$ cat src/rtl/rst_seq_pkg.sv
// rst_seq_pkg: shared state encoding, default parameters and clog2 helper for the reset sequencer
package rst_seq_pkg;
  typedef enum logic [1:0] {
    RESET   = 2'd0,
    HOLD    = 2'd1,
    RELEASE = 2'd2,
    RUN     = 2'd3
  } state_t;
  localparam int DEF_NUM_STAGES     = 2;
  localparam int DEF_HOLD_CYCLES    = 4;
  localparam int DEF_NUM_OUT        = 2;
  localparam int DEF_STAGGER_CYCLES = 2;
  function automatic int clog2(input int v);
    int r;
    r = 0;
    while ((1 << r) < v) r++;
    return r;
  endfunction
endpackage

$ cat src/rtl/rst_sync_chain.sv
// rst_sync_chain: NUM_STAGES flop chain shifting in 1s, cleared asynchronously by RST
//   CLK   : domain clock
//   RST   : asynchronous active-low clear
//   o_pen : penultimate tap (feeds the merged final stage in the sequencer)
//   o_fin : final tap
module rst_sync_chain
  import rst_seq_pkg::*;
#(
  parameter int NUM_STAGES = DEF_NUM_STAGES
) (
  input  logic CLK,
  input  logic RST,
  output logic o_pen,
  output logic o_fin
);
  logic [NUM_STAGES-1:0] r_ff;
  always_ff @(posedge CLK or negedge RST)
    if (!RST) r_ff <= '0;
    else r_ff <= {r_ff[NUM_STAGES-2:0], 1'b1};
  assign o_pen = r_ff[NUM_STAGES-2];
  assign o_fin = r_ff[NUM_STAGES-1];
endmodule

$ cat src/rtl/rst_seq_sync.sv
// rst_seq_sync: reset synchronizer with hold time, staggered ordered release and software reset
//   CLK         : domain clock
//   RST         : asynchronous active-low reset
//   SW_RST_REQ  : synchronous active-high software reset request (level)
//   SYNC_RST    : active-low sequenced resets, bit 0 released first
//   RST_DONE    : all SYNC_RST bits released
//   SW_RST_FLAG : sticky, last sequence was software-initiated
module rst_seq_sync
  import rst_seq_pkg::*;
#(
  parameter int NUM_STAGES     = DEF_NUM_STAGES,
  parameter int HOLD_CYCLES    = DEF_HOLD_CYCLES,
  parameter int NUM_OUT        = DEF_NUM_OUT,
  parameter int STAGGER_CYCLES = DEF_STAGGER_CYCLES
) (
  input  logic               CLK,
  input  logic               RST,
  input  logic               SW_RST_REQ,
  output logic [NUM_OUT-1:0] SYNC_RST,
  output logic               RST_DONE,
  output logic               SW_RST_FLAG
);
  localparam int MX = HOLD_CYCLES > STAGGER_CYCLES ? HOLD_CYCLES : STAGGER_CYCLES;
  localparam int CW = clog2(MX + 1);
  localparam int IW = NUM_OUT > 1 ? clog2(NUM_OUT) : 1;
  state_t        r_state;
  logic [CW-1:0] r_cnt;
  logic [IW-1:0] r_idx;
  logic          w_pen, w_fin, w_rel, w_last;
  rst_sync_chain #(.NUM_STAGES(NUM_STAGES)) u_chain (
    .CLK  (CLK),
    .RST  (RST),
    .o_pen(w_pen),
    .o_fin(w_fin)
  );
  assign w_last = r_idx == IW'(NUM_OUT - 1);
  // The RESET-exit decision acts as the last chain stage, so with no hold
  // time the first release happens on the edge the chain would complete.
  assign w_rel = r_state == RESET ? (HOLD_CYCLES == 0) && w_pen
                                  : (r_state != RUN) && w_fin && (r_cnt == '0);
  always_ff @(posedge CLK or negedge RST)
    if (!RST) begin
      r_state     <= RESET;
      r_cnt       <= '0;
      r_idx       <= '0;
      SYNC_RST    <= '0;
      RST_DONE    <= 1'b0;
      SW_RST_FLAG <= 1'b0;
    end else if (SW_RST_REQ && r_state != RESET) begin
      r_state     <= HOLD;
      r_cnt       <= CW'(HOLD_CYCLES);
      r_idx       <= '0;
      SYNC_RST    <= '0;
      RST_DONE    <= 1'b0;
      SW_RST_FLAG <= 1'b1;
    end else if (w_rel) begin
      SYNC_RST <= SYNC_RST | (NUM_OUT'(1) << r_idx);
      if (w_last) begin
        r_state  <= RUN;
        RST_DONE <= 1'b1;
      end else begin
        r_state <= RELEASE;
        r_idx   <= r_idx + 1'b1;
        r_cnt   <= CW'(STAGGER_CYCLES - 1);
      end
    end else if (r_state == RESET) begin
      // Entry edge counts as the first hold cycle, hence the minus one.
      if (w_pen) begin
        r_state <= HOLD;
        r_cnt   <= CW'(HOLD_CYCLES > 0 ? HOLD_CYCLES - 1 : 0);
      end
    end else if (r_state != RUN && w_fin && r_cnt != '0) begin
      r_cnt <= r_cnt - 1'b1;
    end
endmodule

$ cat config.mk
export PLATFORM = sky130hd
export DESIGN_NAME = rst_seq_sync
export DESIGN_NICKNAME = d
export VERILOG_FILES = /design/src/rtl/rst_seq_pkg.sv /design/src/rtl/rst_sync_chain.sv /design/src/rtl/rst_seq_sync.sv
export SDC_FILE = /design/constraint.sdc
export NUM_CORES = 1
export LEC_CHECK = 0
export CORE_ASPECT_RATIO = 0.75
export CORE_MARGIN = 2
export CORE_UTILIZATION = 35
export CTS_CLUSTER_DIAMETER = 80
export DETAILED_ROUTE_END_ITERATION = 10
export PLACE_DENSITY = 0.6
export RECOVER_POWER = 25
export SYNTH_ARGS = -nofsm -noshare
export SYNTH_HDL_FRONTEND = slang
export SYNTH_SLANG_ARGS = --single-unit
$ cat constraint.sdc
create_clock -name CLK -period 3.3 [get_ports CLK]
set_clock_uncertainty 0.1 [all_clocks]
set_input_delay 0.99 -clock CLK [delete_from_list [all_inputs] [get_ports CLK]]
set_output_delay 0.99 -clock CLK [all_outputs]
set_load 0.01 [all_outputs]
== Word level (Yosys, flattened, before mapping) ==
Cells that the tools add are included.

* Bits in registers: 12
* Logic and storage cells: 50
* Input port bits: 3

* $add $sub $neg: 2
* Bitwise operators: 1
* Eq/ne operators: 3
* Reductions and logical operators: 16
* Shift operators: 1
* Mux-type cells: 20

{| class="wikitable"
|+ Operators by type and width
! operator !! count
|-
| $mux W3 || 6
|-
| $mux W2 || 6
|-
| $reduce_bool A3 Y1 || 3
|-
| $mux W1 || 8
|-
| $reduce_bool A2 Y1 || 3
|-
| $logic_and A1 B1 Y1 || 4
|-
| $ne A4 B3 Y1 const B || 1
|-
| $reduce_and A2 Y1 || 2
|-
| $reduce_bool A4 Y1 || 1
|-
| $logic_not A3 Y1 || 1
|-
| $ne A3 B2 Y1 const B || 1
|-
| $reduce_and A3 Y1 || 1
|-
| $sub A3 B1 Y3 const B || 1
|-
| $logic_not A2 Y1 || 1
|-
| $ne A2 B2 Y1 const B || 1
|-
| $or A2 B2 Y2 || 1
|-
| $shl A1 B1 Y2 const A || 1
|-
| $add A1 B1 Y1 const B || 1
|}

== Depth between registers and ports, before layout ==
* Depth after elaboration: 7
* Mapped depth: 6

== By module ==
Synthesis repeated with hierarchy kept, for this count alone.

* Cells, all modules: 56
* Area total of the unflattened synthesis: 600.6 µm²

{| class="wikitable"
|+ Modules (own cells, without submodules)
! module !! times used !! seq. area each (µm²) !! cells an instance !! area an instance (µm²)
|-
| rst_seq_sync || 1 || 250.2 || 53 || 546.8
|-
| rst_sync_chain || 1 || 50.0 || 3 || 53.8
|}

== Worst setup path after synthesis ==
Ideal clock, no wire load.

* Path type: input-to-reg
* Start point: input port SW_RST_REQ
* End point: register r_cnt[0]
* Stages: 5
* Slack: 1,257 ps
* Buffers on the path: 1
* Setup time: 123 ps
* Required time: 3,077 ps
* Data arrival time: 1,820 ps
* Cells stage by stage: buf_2 nand2b_1 o22ai_1 a211oi_2 o221a_1

* Word-level cells in the longest chain between the ends: 3
* Elaborated cells on any way between the ends: 6
* Classes of those cells: eq/ne: 2; mux: 1; reduce/logical: 3

{| class="wikitable"
|+ Ends and longest elaborated chain
! element !! line !! source
|-
| start, declared || rst_seq_sync.sv:18 || <nowiki>input logic SW_RST_REQ,</nowiki>
|-
| $logic_and A1 B1 Y1 (*) || rst_seq_sync.sv:49 || <nowiki>end else if (SW_RST_REQ && r_state != RESET) begin</nowiki>
|-
| $ne A4 B3 Y1 (no line) (tied with other cells) || -- ||
|-
| $reduce_and A3 Y1 (no line) || -- ||
|-
| end signal, assigned || rst_seq_sync.sv:51 || <nowiki>r_cnt <= CW'(HOLD_CYCLES);</nowiki>
|-
| end signal, assigned || rst_seq_sync.sv:64 || <nowiki>r_cnt <= CW'(STAGGER_CYCLES - 1);</nowiki>
|-
| end signal, assigned || rst_seq_sync.sv:70 || <nowiki>r_cnt <= CW'(HOLD_CYCLES > 0 ? HOLD_CYCLES - 1 : 0);</nowiki>
|-
| end, declared || rst_seq_sync.sv:27 || <nowiki>logic [CW-1:0] r_cnt;</nowiki>
|}

Every way passes the cells marked *; elsewhere a longest branch is shown, timed or not.
A chain may end at the register's enable or synchronous reset.

== Worst setup path in the final report ==
Ends and elaborated chain as after synthesis.

==> impl_metrics.yaml <==
setup_path:
  crit_path_end_kind: "flip-flop"
  critPathRequiredTime_ns: 3.36
  crit_fanout: 9
  crit_arrival_ns: 2.36
  crit_type: "in2reg"
  critPathLaunchType: "primary input"
detailed_routing:
  firstDrtPassIters: 4
  wl_per_cell_um: 11.60
  first_iter_violations: 3
  drt_wl_total_um: 1032
  drcViolationCount: 0
  viasPerCell: 4.775
  ant_nets: 0
  vias: 425
placement:
  portBuffers: 6
  post-place-cells: 86
  dp_slack_ns: 0.7108
  gp_congestion: 0.7814
  dp_hpwl_um: 811.9
final_layout:
  syn2layout_area_growth_pct: 13.86
  final_layout_size_suffix_gt1_share_pct: 10.45
  nets: 74
  instances_no_fill: 89
  fill_cells: 177
  antenna_cells: 0
timing:
  setup_tns_ns: 0
  tightest_slew_ns: 0.5397
  hold_violations: 0
  finalSetupViolCount: 0
  period_share_pct: 69.87
  slew_headroom_pct: 63.90
  final.setup.worst_slack_ns: 0.9944
  maxSlewViolCount: 0
  fmax_mhz: 433.7
  rsz0062_at_grt: "no"
  finalCriticalPeriod_ns: 2.306
grt:
  grt.total_usage_pct: 11.14
  first_global_vias: 377
  grt_max_degree: 13
  antenna_found_initial: 0
  gr-total-overflow: 0
  grt_pass1_wl_um: 1628
floorplanning:
  die_x_um: 52.72
  rows: 13
  die_h_um: 40.54
  start_util_pct: 36.48
  die-area_um2: 2137
  placeableCoreArea_um2: 1708
  pin_count: 7
cts:
  h-tree-depth: 1
  hold_buffers: 0
  insertion_delay_ns: 0.26
  numCtsBuffers: 3
  path_clk_slew_ns: 0.07
  postCtsSetupRepairBufs: 0
  cts_tree: "done"
  root_buffer: "clkbuf_4"
  cts_buffer_depth: 2
  cts_resized: 0
  clock-sinks: 12
yosys:
  synth_nets: 66
  ys_warn_count: 0
  synth_cell_types: 27
  syn_inst: 61
  ys.flop_type: "dfrtp_1"
  syn_area_per_cell_um2: 10.21
  ys_seq_elements: 12
  ys_seq_area_share_pct: 48.19
  async_reset_ff_share_pct: 100.0
  synth.top_cells.by_area: "dfrtp_1, nand2b_1, xnor2_4, nand2_1, ha_1"
  synthDominantCellAreaShare_pct: 48.19
  synth_largest_area_cell: "dfrtp_1"
  synth_edf_count: 0
  synth_area_um2: 623.1
outcome:
  status: "completed"
hold_path:
  hold_class: "reg2reg"
power:
  irDropWorstVdd_mv: 0.2763
  power_density_nw_per_um2: 553.9
  total_leakage_power_nw: 0.3046
flow_run:
  maxCapViolations: 0
sequential cells by signal (all words and copies together) (netlist names):
signal and count:
r_cnt 3, SYNC_RST 2, r_state 2, u_chain.r_ff 2, RST_DONE 1, SW_RST_FLAG 1
r_idx 1
kinds of logic (layout without fill, tap and decap cells):
| group | after synthesis | after routing | synth area share (%) |
|---|---|---|---|
| AO/OA/AOI/OAI | 13 | 13 | 14.86 |
| XOR/XNOR | 1 | 1 | 4.418 |
| adder cells (fa/ha/maj) | 2 | 2 | 4.015 |
| buffers and inverters | 7 | 13 | 6.224 |
| flip-flops | 12 | 12 | 48.19 |
| multiplexers | 1 | 1 | 1.606 |
| other | 1 | 1 | 0.6018 |
| AND/OR/NAND/NOR | 24 | 24 | 20.08 |
layout by cell type, fill, tap and decap left out, types with 2 or more instances in the layout:
cell type	n
nor2_1	3
nand2b_1	5
clkbuf_4	3
inv_1	4
ha_1	2
nor3_1	3
dfrtp_1	12
a21oi_1	2
o22ai_1	2
nand2_1	7
o21ai_0	3
clkdlybuf4s50_1	5
nor2b_1	2
where the power goes:
part           switching [mW]  internal, mW
Clock                  0.0418        0.0420
Combinational          0.0576        0.0566
Sequential             0.0257         0.169
cell type report:
class / instances / area (um^2) / area share, %
timing repair buffer: 6 / 60.06 / 8.466
inverter: 4 / 15.01 / 2.116
clock buffer: 3 / 22.52 / 3.175
tap: 22 / 27.53 / 3.880
sequential: 12 / 300.3 / 42.33
multi-input combinational: 42 / 284.0 / 40.04
stage by stage:
step	instance area (um^2)	hold WS, ns	total power, mW	util (%)
after floorplan	623.1	0.2676	0.2875	-
after global placement	686.9	0.2920	0.3140	40.22
after detailed placement	686.9	0.2800	0.3132	40.22
after CTS	709.4	0.2943	0.4000	41.54
after global routing	709.4	0.3271	0.4232	41.54
final	709.4	0.2955	0.3929	41.54
worst paths after layout:
check | slack [ns] | end | cells after the start | start
setup reg to reg | 1.62 | r_cnt[0] | 6 | r_cnt[0]
hold reg to reg | 0.30 | u_chain.r_ff[1] | 0 | u_chain.r_ff[0]
min in group asynchronous | 1.04 | r_cnt[0] | 1 | RST
max in group asynchronous | 1.69 | r_state[1] | 1 | RST
hold / removal | 0.30 | u_chain.r_ff[1] | 0 | u_chain.r_ff[0]
setup / recovery | 0.99 | r_cnt[0] | 5 | SW_RST_REQ
critical path: stages:
cell and delay (ns):
clkdlybuf4s50_1 0.55, nand2b_1 0.21, o22ai_1 0.28, a211oi_2 0.10, o221a_1 0.23
cell usage after synthesis (2+ instances only):
library cell	count
nand2b_1	5
nor2_1	3
nand2_1	7
nor3_1	3
o21ai_0	3
nor2b_1	2
a21oi_1	2
dfrtp_1	12
ha_1	2
o22ai_1	2
inv_1	4
metal layers:
metal	global-route usage, %	wire length, um	vias to the layer above
met5	0	0	-
li1	-	-	221
met1	13.15	519	200
met4	1.923	0	0
met3	4.851	34	0
met2	19.38	478	4
(Power assumes the default switching activity.)
